<file path="src/rtl/pwm_ramp_ctrl.sv">
// Duty ramp sequencer for a PWM core; start->initial_update 1 cycle, ->pwm_en 2 cycles, ticks every cfg_interval+1.
// No backpressure: start/stop are single-cycle requests, stop beats start, start ignored while stopping.
module pwm_ramp_ctrl (
    input  logic        pclk,
    input  logic        rst,
    input  logic        start,
    input  logic        stop,
    input  logic [9:0]  cfg_period,
    input  logic [9:0]  cfg_target,
    input  logic [9:0]  cfg_step,
    input  logic [15:0] cfg_interval,
    output logic        pwm_en,
    output logic [9:0]  initial_cycle,
    output logic [9:0]  initial_duty_cycle,
    output logic        initial_update,
    output logic [9:0]  duty_cycle,
    output logic        duty_cycle_update,
    output logic        up,
    output logic        down,
    output logic        busy,
    output logic        at_target
);

    typedef enum logic [2:0] {
        IDLE    = 3'd0,
        INIT    = 3'd1,
        RAMP_UP = 3'd2,
        RAMP_DN = 3'd3,
        HOLD    = 3'd4,
        OFF     = 3'd5
    } state_t;

    state_t      state_q, state_d;
    logic [9:0]  period_q, period_d;
    logic [9:0]  target_q, target_d;
    logic [9:0]  step_q, step_d;
    logic [9:0]  cur_q, cur_d;
    logic [15:0] cnt_q, cnt_d;
    logic        stopping_q, stopping_d;

    logic [9:0]  clamp_period;
    logic [9:0]  new_target;
    logic [9:0]  new_step;
    logic [9:0]  floor_val;
    logic [10:0] up_sum;
    logic [9:0]  up_val;
    logic [9:0]  dn_diff;
    logic [9:0]  dn_val;
    logic [9:0]  tick_val;
    logic        ramping;
    logic        tick;

    always_comb begin
        clamp_period = (state_q == IDLE) ? cfg_period : period_q;
        new_target   = (cfg_target > clamp_period) ? clamp_period : cfg_target;
        new_step     = (cfg_step == 10'd0) ? 10'd1 : cfg_step;
        floor_val    = stopping_q ? 10'd0 : target_q;
        up_sum       = {1'b0, cur_q} + {1'b0, step_q};
        up_val       = (up_sum >= {1'b0, target_q}) ? target_q : up_sum[9:0];
        dn_diff      = cur_q - step_q;
        // The wrapped difference is discarded whenever cur < step.
        dn_val       = ((cur_q < step_q) || (dn_diff < floor_val)) ? floor_val : dn_diff;
        ramping      = (state_q == RAMP_UP) || (state_q == RAMP_DN);
        tick         = ramping && (cnt_q == cfg_interval);
        tick_val     = (state_q == RAMP_UP) ? up_val : dn_val;
    end

    always_comb begin
        state_d    = state_q;
        period_d   = period_q;
        target_d   = target_q;
        step_d     = step_q;
        cur_d      = cur_q;
        cnt_d      = 16'd0;
        stopping_d = stopping_q;

        case (state_q)
            IDLE: begin
                if (start && !stop) begin
                    period_d = cfg_period;
                    target_d = new_target;
                    step_d   = new_step;
                    cur_d    = 10'd0;
                    state_d  = INIT;
                end
            end
            INIT: begin
                if (stop)
                    state_d = OFF;
                else if (target_q == 10'd0)
                    state_d = HOLD;
                else
                    state_d = RAMP_UP;
            end
            RAMP_UP, RAMP_DN, HOLD: begin
                if (tick) begin
                    cur_d = tick_val;
                    if (tick_val == floor_val)
                        state_d = stopping_q ? OFF : HOLD;
                end else if (ramping) begin
                    cnt_d = cnt_q + 16'd1;
                end
                // Requests act on the post-tick duty so a same-cycle tick is never lost.
                if (stop && !stopping_q) begin
                    stopping_d = 1'b1;
                    cnt_d      = 16'd0;
                    state_d    = (cur_d == 10'd0) ? OFF : RAMP_DN;
                end else if (start && !stop && !stopping_q) begin
                    target_d = new_target;
                    step_d   = new_step;
                    cnt_d    = 16'd0;
                    if (new_target > cur_d)
                        state_d = RAMP_UP;
                    else if (new_target < cur_d)
                        state_d = RAMP_DN;
                    else
                        state_d = HOLD;
                end
            end
            OFF: begin
                stopping_d = 1'b0;
                state_d    = IDLE;
            end
            default: state_d = IDLE;
        endcase
    end

    always_ff @(posedge pclk) begin
        if (rst) begin
            state_q    <= IDLE;
            period_q   <= 10'd0;
            target_q   <= 10'd0;
            step_q     <= 10'd0;
            cur_q      <= 10'd0;
            cnt_q      <= 16'd0;
            stopping_q <= 1'b0;
        end else begin
            state_q    <= state_d;
            period_q   <= period_d;
            target_q   <= target_d;
            step_q     <= step_d;
            cur_q      <= cur_d;
            cnt_q      <= cnt_d;
            stopping_q <= stopping_d;
        end
    end

    // Outputs are masked while rst is high so the reset values appear immediately.
    always_comb begin
        pwm_en             = !rst && ((state_q == RAMP_UP) || (state_q == RAMP_DN) || (state_q == HOLD));
        initial_update     = !rst && (state_q == INIT);
        initial_cycle      = rst ? 10'd0 : period_q;
        initial_duty_cycle = 10'd0;
        duty_cycle_update  = !rst && tick;
        duty_cycle         = rst ? 10'd0 : (tick ? tick_val : cur_q);
        up                 = 1'b0;
        down               = 1'b0;
        busy               = !rst && (state_q != IDLE);
        at_target          = !rst && (state_q == HOLD);
    end

endmodule
</file>
<file path="config.mk">
export PLATFORM = sky130hd
export DESIGN_NAME = pwm_ramp_ctrl
export DESIGN_NICKNAME = d
export VERILOG_FILES = /design/src/rtl/pwm_ramp_ctrl.sv
export SDC_FILE = /design/constraint.sdc
export NUM_CORES = 1
export LEC_CHECK = 0
export BUFFER_PORTS_ARGS = -buffer_cell sky130_fd_sc_hd__buf_2
export CAP_MARGIN = 20
export CORE_ASPECT_RATIO = 2
export CORE_MARGIN = 1.5
export CORE_UTILIZATION = 64
export DETAILED_ROUTE_END_ITERATION = 8
export GPL_ROUTABILITY_DRIVEN = 1
export PLACE_DENSITY = 0.92
export SYNTH_ARGS = -nofsm -noshare
export SYNTH_HDL_FRONTEND = slang
export SYNTH_SLANG_ARGS = --single-unit
</file>
<file path="constraint.sdc">
create_clock -name pclk -period 11.87 [get_ports pclk]
set_clock_uncertainty 0.1 [all_clocks]
set_input_delay 0.5935 -clock pclk [delete_from_list [all_inputs] [get_ports pclk]]
set_output_delay 0.5935 -clock pclk [all_outputs]
set_load 0.02 [all_outputs]
</file>
==> results of run 1 <==
[cells by family after synthesis]
family	after synthesis	synth area share
AO/OA/AOI/OAI	197	0.223
multiplexers	30	0.0527
XOR/XNOR	43	0.0637
adder cells (fa/ha/maj)	62	0.134
buffers and inverters	97	0.0776
AND/OR/NAND/NOR	305	0.245
other	1	0.000634
flip-flops	60	0.203
[metal layers]
metal,global-route usage,wire length (um)
met4,0.321,1940
met3,0.0516,1110
met5,0,0
met2,0.695,9690
met1,0.375,6130
[power groups by stage]
stage | registers (mW) | clock network [mW] | logic [mW]
6_report | 0.264 | 0.288 | 0.776
2_1_floorplan | 0.241 | 0 | 0.589
4_1_cts | 0.262 | 0.286 | 0.755
3_3_place_gp | 0.265 | 0 | 0.739
5_1_grt | 0.267 | 0.293 | 0.847
3_5_place_dp | 0.266 | 0 | 0.746
[synth_stat cells (12+ instances only)]
cell	n	area, um^2
dfxtp_1	60	1200
nor3_1	14	70.1
o21ai_0	38	190
nor2_1	88	330
nor2b_1	21	131
buf_4	12	90.1
inv_1	43	161
mux2i_1	23	230
nand2_1	99	372
nand4_1	13	81.3
nand3_1	16	80.1
xor2_1	22	193
clkbuf_1	30	113
a21oi_1	71	355
xnor2_1	21	184
ha_1	60	751
[state kept, by name, summed over array words and instances (netlist names)]
| signal | cells |
|---|---|
| period_q | 10 |
| state_q | 3 |
| target_q | 10 |
| stopping_q | 1 |
| step_q | 10 |
| cnt_q | 16 |
| cur_q | 10 |
[final cells by class]
class                           instances  area share
Multi-Input combinational cell        649       0.658
Inverter                               44      0.0253
Tap cell                              102      0.0195
Clock inverter                          6      0.0134
Sequential cell                        60       0.184
Timing Repair Buffer                   80      0.0632
Clock buffer                           10      0.0366
[worst paths after layout]
kind / start / endpoint / slack (ns) / depth (start not counted)
worst min-delay path: period_q[2] / period_q[2] / 0.36 / 2
worst max register to register: step_q[3] / state_q[1] / 5.26 / 26
worst max-delay path: step_q[3] / state_q[1] / 5.26 / 26
worst min register to register: period_q[2] / period_q[2] / 0.36 / 2
[tightest hold or removal path, cell delays in order (launching register included)]
cell	delay [ns]
dfxtp_1	0.31
nand2_1	0.05
a21oi_1	0.05
==> summary.md, run 1 <==
| Metric | Value |
|---|---|
| Result of the run | `complete, no violations` |
| Level count of the clock H-tree | `3` |
| HP Class | `flip-flop to flip-flop` |
| Last weighted congestion value of the routability-driven placer | `1.03` |
| Count of standard-cell rows | `49` |
| Root Buffer | `clkbuf_16` |
| Category of the critical setup timing path | `flip-flop to flip-flop` |
| Sum of buffers and inverters on the critical path | `2` |
| Max-slew violations | `0` |
| Critical Path Most Common Cell | `ha_1` |
| Post-route core utilization | `0.725` |
| Clock transition at path regs | `0.06 ns` |
| Slack of the critical path | `5.26 ns` |
| Required arrival time at the worst endpoint | `12.03 ns` |
| Via count | `6189` |
| Fraction of synthesis flops using an asynchronous set or reset pin | `0` |
| Violation count after the first detailed-route iteration | `552` |
| Worst setup SP type | `flip-flop` |
| Setup fix buffers added after clock tree synthesis | `0` |
| Mean routed wirelength per cell | `19.8 um` |
| Total of endpoints with negative setup slack in the final report | `0` |
| Num Clock Sinks | `60` |
| Average via count per standard cell | `6.51` |
| Least-Margin Pin Slew | `0.984 ns` |
| Biggest cell delay along the critical path | `0.78 ns` |
| Slowest CP cell | `nor2_1` |
| Fraction of power spent switching nets | `0.473` |
| P&R area growth vs syn | `10.5%` |
| Unrepaired setup endpoints after global routing | `false` |
| Drt total wl | `18900 um` |
| Top Family by Delay on Critical Path | `compound AO/OA/AOI/OAI gates` |
| Arr. time, crit path | `6.77 ns` |
| Filler cell count in the final layout | `682` |
| Post-synthesis instance area | `0.00591 mm^2` |
| Leading cell types in the layout, fill and taps excluded | `nand2_1, nor2_1, buf_2` |
| Syn avg cell area | `7.44 um^2` |
| Clock tree from TritonCTS | `done` |
| Post-placement cell area | `0.00620 mm^2` |
| Net switching power figure | `0.629 mW` |
| Vias in the first global route | `6092` |
| Final Hold Fails | `0` |
| Number of antenna violations at the first check in global routing | `0` |
| Sequential-to-total area share from yosys stat | `0.203` |
| Number of maximum-capacitance violations | `0` |
| Part of the power in registers | `0.199` |
| Residual DRC count | `0` |
| Post-route setup TNS | `0 ns` |
| Cts bufs inserted | `9` |
| Gate count of the mapped netlist | `795` |
| Remaining antenna violation count | `0` |
| Die extent in x | `71.0 um` |
| Combinational power share | `0.584` |
| Slew Limit Headroom | `0.342` |
| Number of top-level design ports | `87` |
| Final period utilization | `0.557` |
| Core region area | `0.00901 mm^2` |
| Hold-fix buffer count after cts | `0` |
| Final net count | `956` |
| Diode count | `0` |
| Worst-skew pair later-pin latency | `0.34 ns` |
| Internal power | `0.700 mW` |
| Pre-CTS setup slack | `5.49 ns` |
| Port bufs | `74` |
| Power Total | `1.33 mW` |
| Most instantiated flip-flop cell in the synthesis netlist | `dfxtp_1` |
| Peak supply drop | `0.000167 V` |
| Clock network power share | `0.217` |
| Highest clock frequency the design can meet | `151 MHz` |
| Maximum buffer depth of the clock tree | `2` |
| Total of flip-flops plus latches after synthesis | `60` |
| Multi-input logic area | `0.00430 mm^2` |
| Power density relative to cell area | `203 mW/mm^2` |
| Number of enable flip-flop cells after synthesis | `0` |
| Largest net degree at the start of global routing | `62` |
| Leakage component of the power | `2.76 nW` |
| Sum of overflow across all layers after global routing | `0` |
| Die Y-Extent | `139 um` |
| Post-layout minimum cycle time | `6.61 ns` |
| Fraction of final layout cells with drive strength greater than 1 | `0.145` |
| Post-CTS Resized | `0` |
| Final HPWL DP | `14500 um` |
| Post-placement cell count | `934` |
| Sequential Area | `0.00120 mm^2` |
| Total routing resource utilization after global routing | `0.387` |
| Fin area | `0.00653 mm^2` |
| Worst hold slack across all endpoints | `0.362 ns` |
| Largest fanout on the critical path | `12` |
| Final cell count without fillers | `951` |
| Count of distinct cell types in the synthesized netlist | `78` |
| Initial standard-cell utilization of the core | `0.656` |
| Kind of capture point of the worst setup path | `flip-flop` |
| First-pass GRT wire length | `29900 um` |
| Detailed Routing Iterations Pass 1 | `5` |
| Die area | `0.00986 mm^2` |
| Number of warnings issued by yosys | `0` |
| Commonest non-fill, non-tap cell in the layout | `nand2_1` |
Note: power is estimated with default switching activity, not from simulation.
==> inputs of run 2 (changes only) <==
--- a/config.mk
+++ b/config.mk
@@ -9,10 +9,10 @@
 export CAP_MARGIN = 20
 export CORE_ASPECT_RATIO = 2
 export CORE_MARGIN = 1.5
-export CORE_UTILIZATION = 64
+export CORE_UTILIZATION = 53
 export DETAILED_ROUTE_END_ITERATION = 8
 export GPL_ROUTABILITY_DRIVEN = 1
-export PLACE_DENSITY = 0.92
+export PLACE_DENSITY = 0.82
 export SYNTH_ARGS = -nofsm -noshare
 export SYNTH_HDL_FRONTEND = slang
 export SYNTH_SLANG_ARGS = --single-unit
==> constraint.sdc (replaced) <==
create_clock -name pclk -period 6.05 [get_ports pclk]
set_clock_uncertainty 0.1 [all_clocks]
set_input_delay 0.3025 -clock pclk [delete_from_list [all_inputs] [get_ports pclk]]
set_output_delay 0.3025 -clock pclk [all_outputs]
set_load 0.02 [all_outputs]
==> run 2 against run 1 <==
Net effect:
- critical path depth up 1
- combinational power is 120% higher
- routed wire length is 4.8% higher
- non-clock buffer count up 29
- register-to-register slack worse by 4.9 ns
- sequential share of layout area fell by 0.83 points
- total power rose by 110%
- setup slack worse by 4.9 ns
- critical path type unchanged
- highest routed layer unchanged
==> summary.md, run 2 (same netlist as run 1, synthesis figures left out) <==
| Metric | Value |
|---|---|
| Number of antenna violations at the first check in global routing | `0 (unchanged)` |
| Core region area | `0.0109 mm^2 (+21%)` |
| Root Buffer | `clkbuf_16` |
| Least-Margin Pin Slew | `0.876 ns (-0.108 ns)` |
| Total routing resource utilization after global routing | `0.335 (-0.0516)` |
| Final period utilization | `0.944 (+0.387)` |
| Level count of the clock H-tree | `3 (unchanged)` |
| Flop2flop setup slack | `0.34 ns (-4.92 ns)` |
| Leading cell types in the layout, fill and taps excluded | `nand2_1, nor2_1, buf_2` |
| Category of the critical setup timing path | `flip-flop to flip-flop` |
| Result of the run | `complete, no violations` |
| Total of endpoints with negative setup slack in the final report | `0 (unchanged)` |
| Flip-flop count of the largest register after layout | `16 (unchanged)` |
| Num Clock Sinks | `60 (unchanged)` |
| Fin area | `0.00686 mm^2 (+5.0%)` |
| Die extent in x | `77.7 um (+9.5%)` |
| Filler cell count in the final layout | `968 (+42%)` |
| Vias in the first global route | `6258 (+2.7%)` |
| Slew Limit Headroom | `0.416 (+0.0741)` |
| Number of maximum-capacitance violations | `0 (unchanged)` |
| Cts bufs inserted | `9 (unchanged)` |
| Post-placement cell count | `998 (+6.9%)` |
| Highest clock frequency the design can meet | `175 MHz (+16%)` |
| Worst Hold Path Cells | `3 (+1)` |
| Final cell count without fillers | `1017 (+6.9%)` |
| Unrepaired setup endpoints after global routing | `false` |
| Part of the power in registers | `0.185 (-0.014)` |
| Slack of the critical path | `0.340 ns (-4.92 ns)` |
| Slowest CP cell | `dfxtp_2` |
| Post-placement cell area | `0.00647 mm^2 (+4.3%)` |
| Hold-fix buffer count after cts | `0 (unchanged)` |
| Fraction of power spent switching nets | `0.468 (-0.00482)` |
| Final HPWL DP | `15600 um (+7.3%)` |
| Worst-skew pair later-pin latency | `0.33 ns (about the same)` |
| Maximum buffer depth of the clock tree | `2 (unchanged)` |
| Max-slew violations | `0 (unchanged)` |
| Post-layout minimum cycle time | `5.71 ns (-0.898 ns)` |
| Worst reg2reg endpoint | `state_q[1]` |
| Diode count | `0 (unchanged)` |
| Violation count after the first detailed-route iteration | `418 (-24%)` |
| Power density relative to cell area | `398 mW/mm^2 (+96%)` |
| Arr. time, crit path | `5.87 ns (-0.90 ns)` |
| Biggest cell delay along the critical path | `0.37 ns (-0.41 ns)` |
| Detailed Routing Iterations Pass 1 | `7 (+2)` |
| Worst reg2reg startpoint | `step_q[1]` |
| Mean routed wirelength per cell | `19.4 um (-2.0%)` |
| Commonest non-fill, non-tap cell in the layout | `nand2_1` |
| Logic depth of the worst register-to-register path | `27 (+3.8%)` |
| Start point of the worst hold path | `cfg_step[1]` |
| Remaining antenna violation count | `0 (unchanged)` |
| Net switching power figure | `1.28 mW (+100%)` |
| Combinational power share | `0.627 (+0.043)` |
| HP Class | `input port to flip-flop` |
| Final Hold Fails | `0 (unchanged)` |
| P&R area growth vs syn | `16.0%` |
| Drt total wl | `19800 um (+4.8%)` |
| Final net count | `985 (+3.0%)` |
| Average via count per standard cell | `6.13 (-5.7%)` |
| Last weighted congestion value of the routability-driven placer | `1.04 (+1.4%)` |
| Number of top-level design ports | `87 (unchanged)` |
| Terminating pin of the worst hold path | `step_q[1]` |
| Clock transition at path regs | `0.06 ns (about the same)` |
| Power Total | `2.73 mW (+110%)` |
| Most flop-heavy register | `cnt_q` |
| Initial standard-cell utilization of the core | `0.544 (-0.113)` |
| Clock tree from TritonCTS | `done` |
| Port bufs | `74 (unchanged)` |
| Die area | `0.0118 mm^2 (+20%)` |
| Kind of capture point of the worst setup path | `flip-flop` |
| Required arrival time at the worst endpoint | `6.21 ns (-5.82 ns)` |
| Largest fanout on the critical path | `12 (unchanged)` |
| Post-route setup TNS | `0 ns (unchanged)` |
| Worst setup SP type | `flip-flop` |
| Peak supply drop | `0.000269 V (+61%)` |
| Clock network power share | `0.188 (-0.029)` |
| Internal power | `1.45 mW (+110%)` |
| Pre-CTS setup slack | `0.0793 ns (-5.41 ns)` |
| Sum of overflow across all layers after global routing | `0 (unchanged)` |
| Residual DRC count | `0 (unchanged)` |
| Die Y-Extent | `152 um (+9.7%)` |
| Largest net degree at the start of global routing | `62 (unchanged)` |
| First-pass GRT wire length | `30800 um (+2.9%)` |
| Via count | `6238 (+0.79%)` |
| Sum of buffers and inverters on the critical path | `3 (+1)` |
| Leakage component of the power | `2.89 nW (+4.9%)` |
| Count of standard-cell rows | `54 (+10%)` |
| Top Family by Delay on Critical Path | `compound AO/OA/AOI/OAI gates` |
| Fraction of final layout cells with drive strength greater than 1 | `0.188 (+0.0433)` |
[run 2: per-layer routing]
metal  vias to the layer above  global-route usage  wire (um)
li1                       2923                   -          -
met5                         -                   0          0
met2                       289               0.618      10500
met3                       114              0.0509        918
met1                      2912               0.299       6470
met4                         0               0.304       1910
[run 2: layout make-up]
| cell class | count | area (um^2) | area share |
|---|---|---|---|
| sequential | 60 | 1200 | 0.176 |
| timing repair buffer | 109 | 658 | 0.0960 |
| clock buffer | 11 | 243 | 0.0354 |
| tap | 140 | 175 | 0.0255 |
| multi-input combinational | 649 | 4360 | 0.636 |
| clock inverter | 4 | 50.0 | 0.00730 |
| inverter | 44 | 165 | 0.0241 |
[run 2: tightest hold or removal path, delay by kind of cell]
kind	cells	cell delay [ns]
compound gates	1	0.05
buf+inv	1	0.11
simple gates	1	0.05
[run 2: what timing repair did]
item,in CTS,in global routing
setup buffers,0,3
endpoints found under the hold margin,0,0
endpoints found under the setup margin,0,3
gates resized for setup,0,23
[run 2: through the flow]
step	utilization	hold WS [ns]
floorplan	-	0.338
global placement	0.595	0.351
detailed placement	0.595	0.360
CTS	0.622	0.120
global route	0.630	0.131
finish	0.630	0.116
[run 2: how the worst max path moves through the flow]
stage / endpoint / start / slack, ns / cells after the start
after floorplan: state_q[1] / step_q[1] / 0.52 / 26
after global placement: state_q[1] / step_q[1] / 0.16 / 26
after detailed placement: state_q[1] / step_q[2] / 0.08 / 25
after CTS: state_q[1] / step_q[2] / 0.04 / 25
after global routing: state_q[1] / step_q[6] / 0.002 / 26
final: state_q[1] / step_q[1] / 0.34 / 27
[run 2: power groups by stage]
| stage | Sequential [mW] | Combinational (mW) | Clock (mW) |
|---|---|---|---|
| after floorplan | 0.474 | 1.15 | 0 |
| after global placement | 0.507 | 1.60 | 0 |
| after detailed placement | 0.509 | 1.61 | 0 |
| after CTS | 0.501 | 1.62 | 0.514 |
| after global routing | 0.510 | 1.85 | 0.530 |
| final | 0.506 | 1.71 | 0.513 |
==> inputs of run 3 (changes only) <==
--- a/config.mk
+++ b/config.mk
@@ -9,10 +9,11 @@
 export CAP_MARGIN = 20
 export CORE_ASPECT_RATIO = 2
 export CORE_MARGIN = 1.5
-export CORE_UTILIZATION = 53
+export CORE_UTILIZATION = 64
 export DETAILED_ROUTE_END_ITERATION = 8
 export GPL_ROUTABILITY_DRIVEN = 1
-export PLACE_DENSITY = 0.82
+export PLACE_DENSITY = 0.92
 export SYNTH_ARGS = -nofsm -noshare
 export SYNTH_HDL_FRONTEND = slang
 export SYNTH_SLANG_ARGS = --single-unit
+export TNS_END_PERCENT = 100
==> constraint.sdc (replaced) <==
create_clock -name pclk -period 7.12 [get_ports pclk]
set_clock_uncertainty 0.1 [all_clocks]
set_input_delay 0.356 -clock pclk [delete_from_list [all_inputs] [get_ports pclk]]
set_output_delay 0.356 -clock pclk [all_outputs]
set_load 0.02 [all_outputs]
==> run 3 against run 2 <==
Net effect:
- maximum frequency shrank 16%
- hold slack better by 0.055 ns
- setup slack improved by 0.0058 ns
- flip-flop and latch count unchanged
- critical path type unchanged
- largest power group unchanged
==> summary.md, run 3 (same netlist as run 1, synthesis figures left out) <==
| Metric | Value |
|---|---|
| Pre-CTS setup slack | `0.652 ns (+0.573 ns)` |
| Diode count | `0 (unchanged)` |
| Final cell count without fillers | `951 (-6.5%)` |
| Final net count | `956 (-2.9%)` |
| Violation count after the first detailed-route iteration | `506 (+21%)` |
| Most flop-heavy register | `cnt_q` |
| Worst hold slack across all endpoints | `0.172 ns (+0.0553 ns)` |
| Number of maximum-capacitance violations | `0 (unchanged)` |
| Final HPWL DP | `14300 um (-8.4%)` |
| Post-placement cell area | `0.00620 mm^2 (-4.1%)` |
| Arr. time, crit path | `6.86 ns (+0.99 ns)` |
| P&R area growth vs syn | `10.9%` |
| First-pass GRT wire length | `30600 um (-0.74%)` |
| Clock tree from TritonCTS | `done` |
| Port bufs | `74 (unchanged)` |
| Kind of capture point of the worst setup path | `flip-flop` |
| Sum of overflow across all layers after global routing | `0 (unchanged)` |
| Post-layout minimum cycle time | `6.77 ns (+1.06 ns)` |
| WL met3 | `1150 um (+25%)` |
| Max-slew violations | `0 (unchanged)` |
| Drt total wl | `19300 um (-2.1%)` |
| Slack of the critical path | `0.345 ns (+0.00583 ns)` |
| Level count of the clock H-tree | `3 (unchanged)` |
| Core region area | `0.00901 mm^2 (-17%)` |
| Worst-skew pair later-pin latency | `0.33 ns (about the same)` |
| Met2 wire len | `10000 um (-4.1%)` |
| Clock transition at path regs | `0.06 ns (about the same)` |
| Residual DRC count | `0 (unchanged)` |
| Die Y-Extent | `139 um (-8.8%)` |
| Least-Margin Pin Slew | `0.965 ns (+0.0885 ns)` |
| Required arrival time at the worst endpoint | `7.21 ns (+1.00 ns)` |
| Commonest non-fill, non-tap cell in the layout | `nand2_1` |
| Die extent in x | `71.0 um (-8.6%)` |
| Highest clock frequency the design can meet | `148 MHz (-16%)` |
| Detailed Routing Iterations Pass 1 | `7 (unchanged)` |
| Total of endpoints with negative setup slack in the final report | `0 (unchanged)` |
| Unrepaired setup endpoints after global routing | `false` |
| Initial standard-cell utilization of the core | `0.656 (+0.113)` |
| Highest signal layer in the routed design | `met4` |
| Number of antenna violations at the first check in global routing | `0 (unchanged)` |
| Post-CTS Resized | `0 (unchanged)` |
| Flop2flop setup slack | `0.35 ns (about the same)` |
| Met1 routed wirelength after detailed routing | `6550 um (+1.1%)` |
| Worst setup SP type | `flip-flop` |
| Root Buffer | `clkbuf_16` |
| Cts bufs inserted | `9 (unchanged)` |
| Mean routed wirelength per cell | `20.3 um (+4.7%)` |
| Post-route setup TNS | `0 ns (unchanged)` |
| Setup fix buffers added after clock tree synthesis | `0 (unchanged)` |
| Die area | `0.00986 mm^2 (-17%)` |
| Power density relative to cell area | `346 mW/mm^2 (-13%)` |
| Leakage component of the power | `2.78 nW (-3.9%)` |
| Num Clock Sinks | `60 (unchanged)` |
| Count of standard-cell rows | `49 (-9.3%)` |
| Leading cell types in the layout, fill and taps excluded | `nand2_1, nor2_1, buf_2` |
| Fraction of final layout cells with drive strength greater than 1 | `0.144 (-0.0444)` |
| Number of top-level design ports | `87 (unchanged)` |
| Largest fanout on the critical path | `12 (unchanged)` |
| Average via count per standard cell | `6.61 (+7.7%)` |
| Total routing resource utilization after global routing | `0.394 (+0.0585)` |
| Vias in the first global route | `6161 (-1.6%)` |
| Last weighted congestion value of the routability-driven placer | `1.00 (-3.7%)` |
| Final period utilization | `0.951 (+0.00762)` |
| HP Class | `input port to flip-flop` |
| Result of the run | `complete, no violations` |
| Via count | `6285 (+0.75%)` |
| Category of the critical setup timing path | `flip-flop to flip-flop` |
| Remaining antenna violation count | `0 (unchanged)` |
| Slew Limit Headroom | `0.354 (-0.0614)` |
| Maximum buffer depth of the clock tree | `2 (unchanged)` |
| Flip-flop count of the largest register after layout | `16 (unchanged)` |
| Post-placement cell count | `934 (-6.4%)` |
| Final Hold Fails | `0 (unchanged)` |
| Fin area | `0.00656 mm^2 (-4.3%)` |
| Peak supply drop | `0.000335 V (+25%)` |
| Largest net degree at the start of global routing | `62 (unchanged)` |
| Hold-fix buffer count after cts | `0 (unchanged)` |
## run 3: cell type report
class | count | area, um^2
well taps | 102 | 128
clock inverters | 4 | 95.1
clock buffers | 12 | 256
repair buffers | 80 | 415
multi-input cells | 649 | 4300
inverters | 44 | 165
flip-flops and latches | 60 | 1200
fillers | 692 | 2450
## run 3: final timing paths
path | from | end | cells after the start
min reg2reg | period_q[1] | period_q[1] | 2
max | cur_q[1] | state_q[1] | 24
min | cfg_period[2] | period_q[2] | 3
max reg2reg | cur_q[1] | state_q[1] | 24
## run 3: report_power, final
group	leakage (nW)	total, mW	internal (mW)	switching (mW)
registers	0.487	0.443	0.371	0.0715
logic	2.12	1.31	0.486	0.826
clock network	0.173	0.514	0.360	0.154
total	2.78	2.27	1.22	1.05
## run 3: worst max-delay path: stages, from the launching register on
cell	delay (ns)
dfxtp_1	0.53
ha_1	0.31
nand2b_1	0.16
a221o_1	0.33
mux2_1	0.34
a2111oi_2	0.59
ha_1	0.37
nand4_1	0.11
nor2_1	0.05
a221oi_1	0.57
o21a_1	0.51
nor2_1	0.11
o221ai_1	0.31
o21ai_0	0.36
ha_1	0.40
nand4_1	0.10
nor2_1	0.18
o21ai_0	0.12
o2111ai_1	0.15
nand2_1	0.12
inv_1	0.08
and4_1	0.23
a41oi_1	0.17
a22oi_1	0.23
a31oi_1	0.10
## run 3: metrics by stage
stage | utilization | power (mW)
2_1_floorplan | - | 1.38
3_3_place_gp | 0.687 | 1.66
3_5_place_dp | 0.688 | 1.68
4_1_cts | 0.727 | 2.22
5_1_grt | 0.728 | 2.38
6_report | 0.728 | 2.27
## run 3: routing by layer
metal,global-route usage,vias up
met4,0.285,0
met3,0.0458,126
li1,-,2887
met5,0,-
met2,0.711,385
met1,0.401,2887
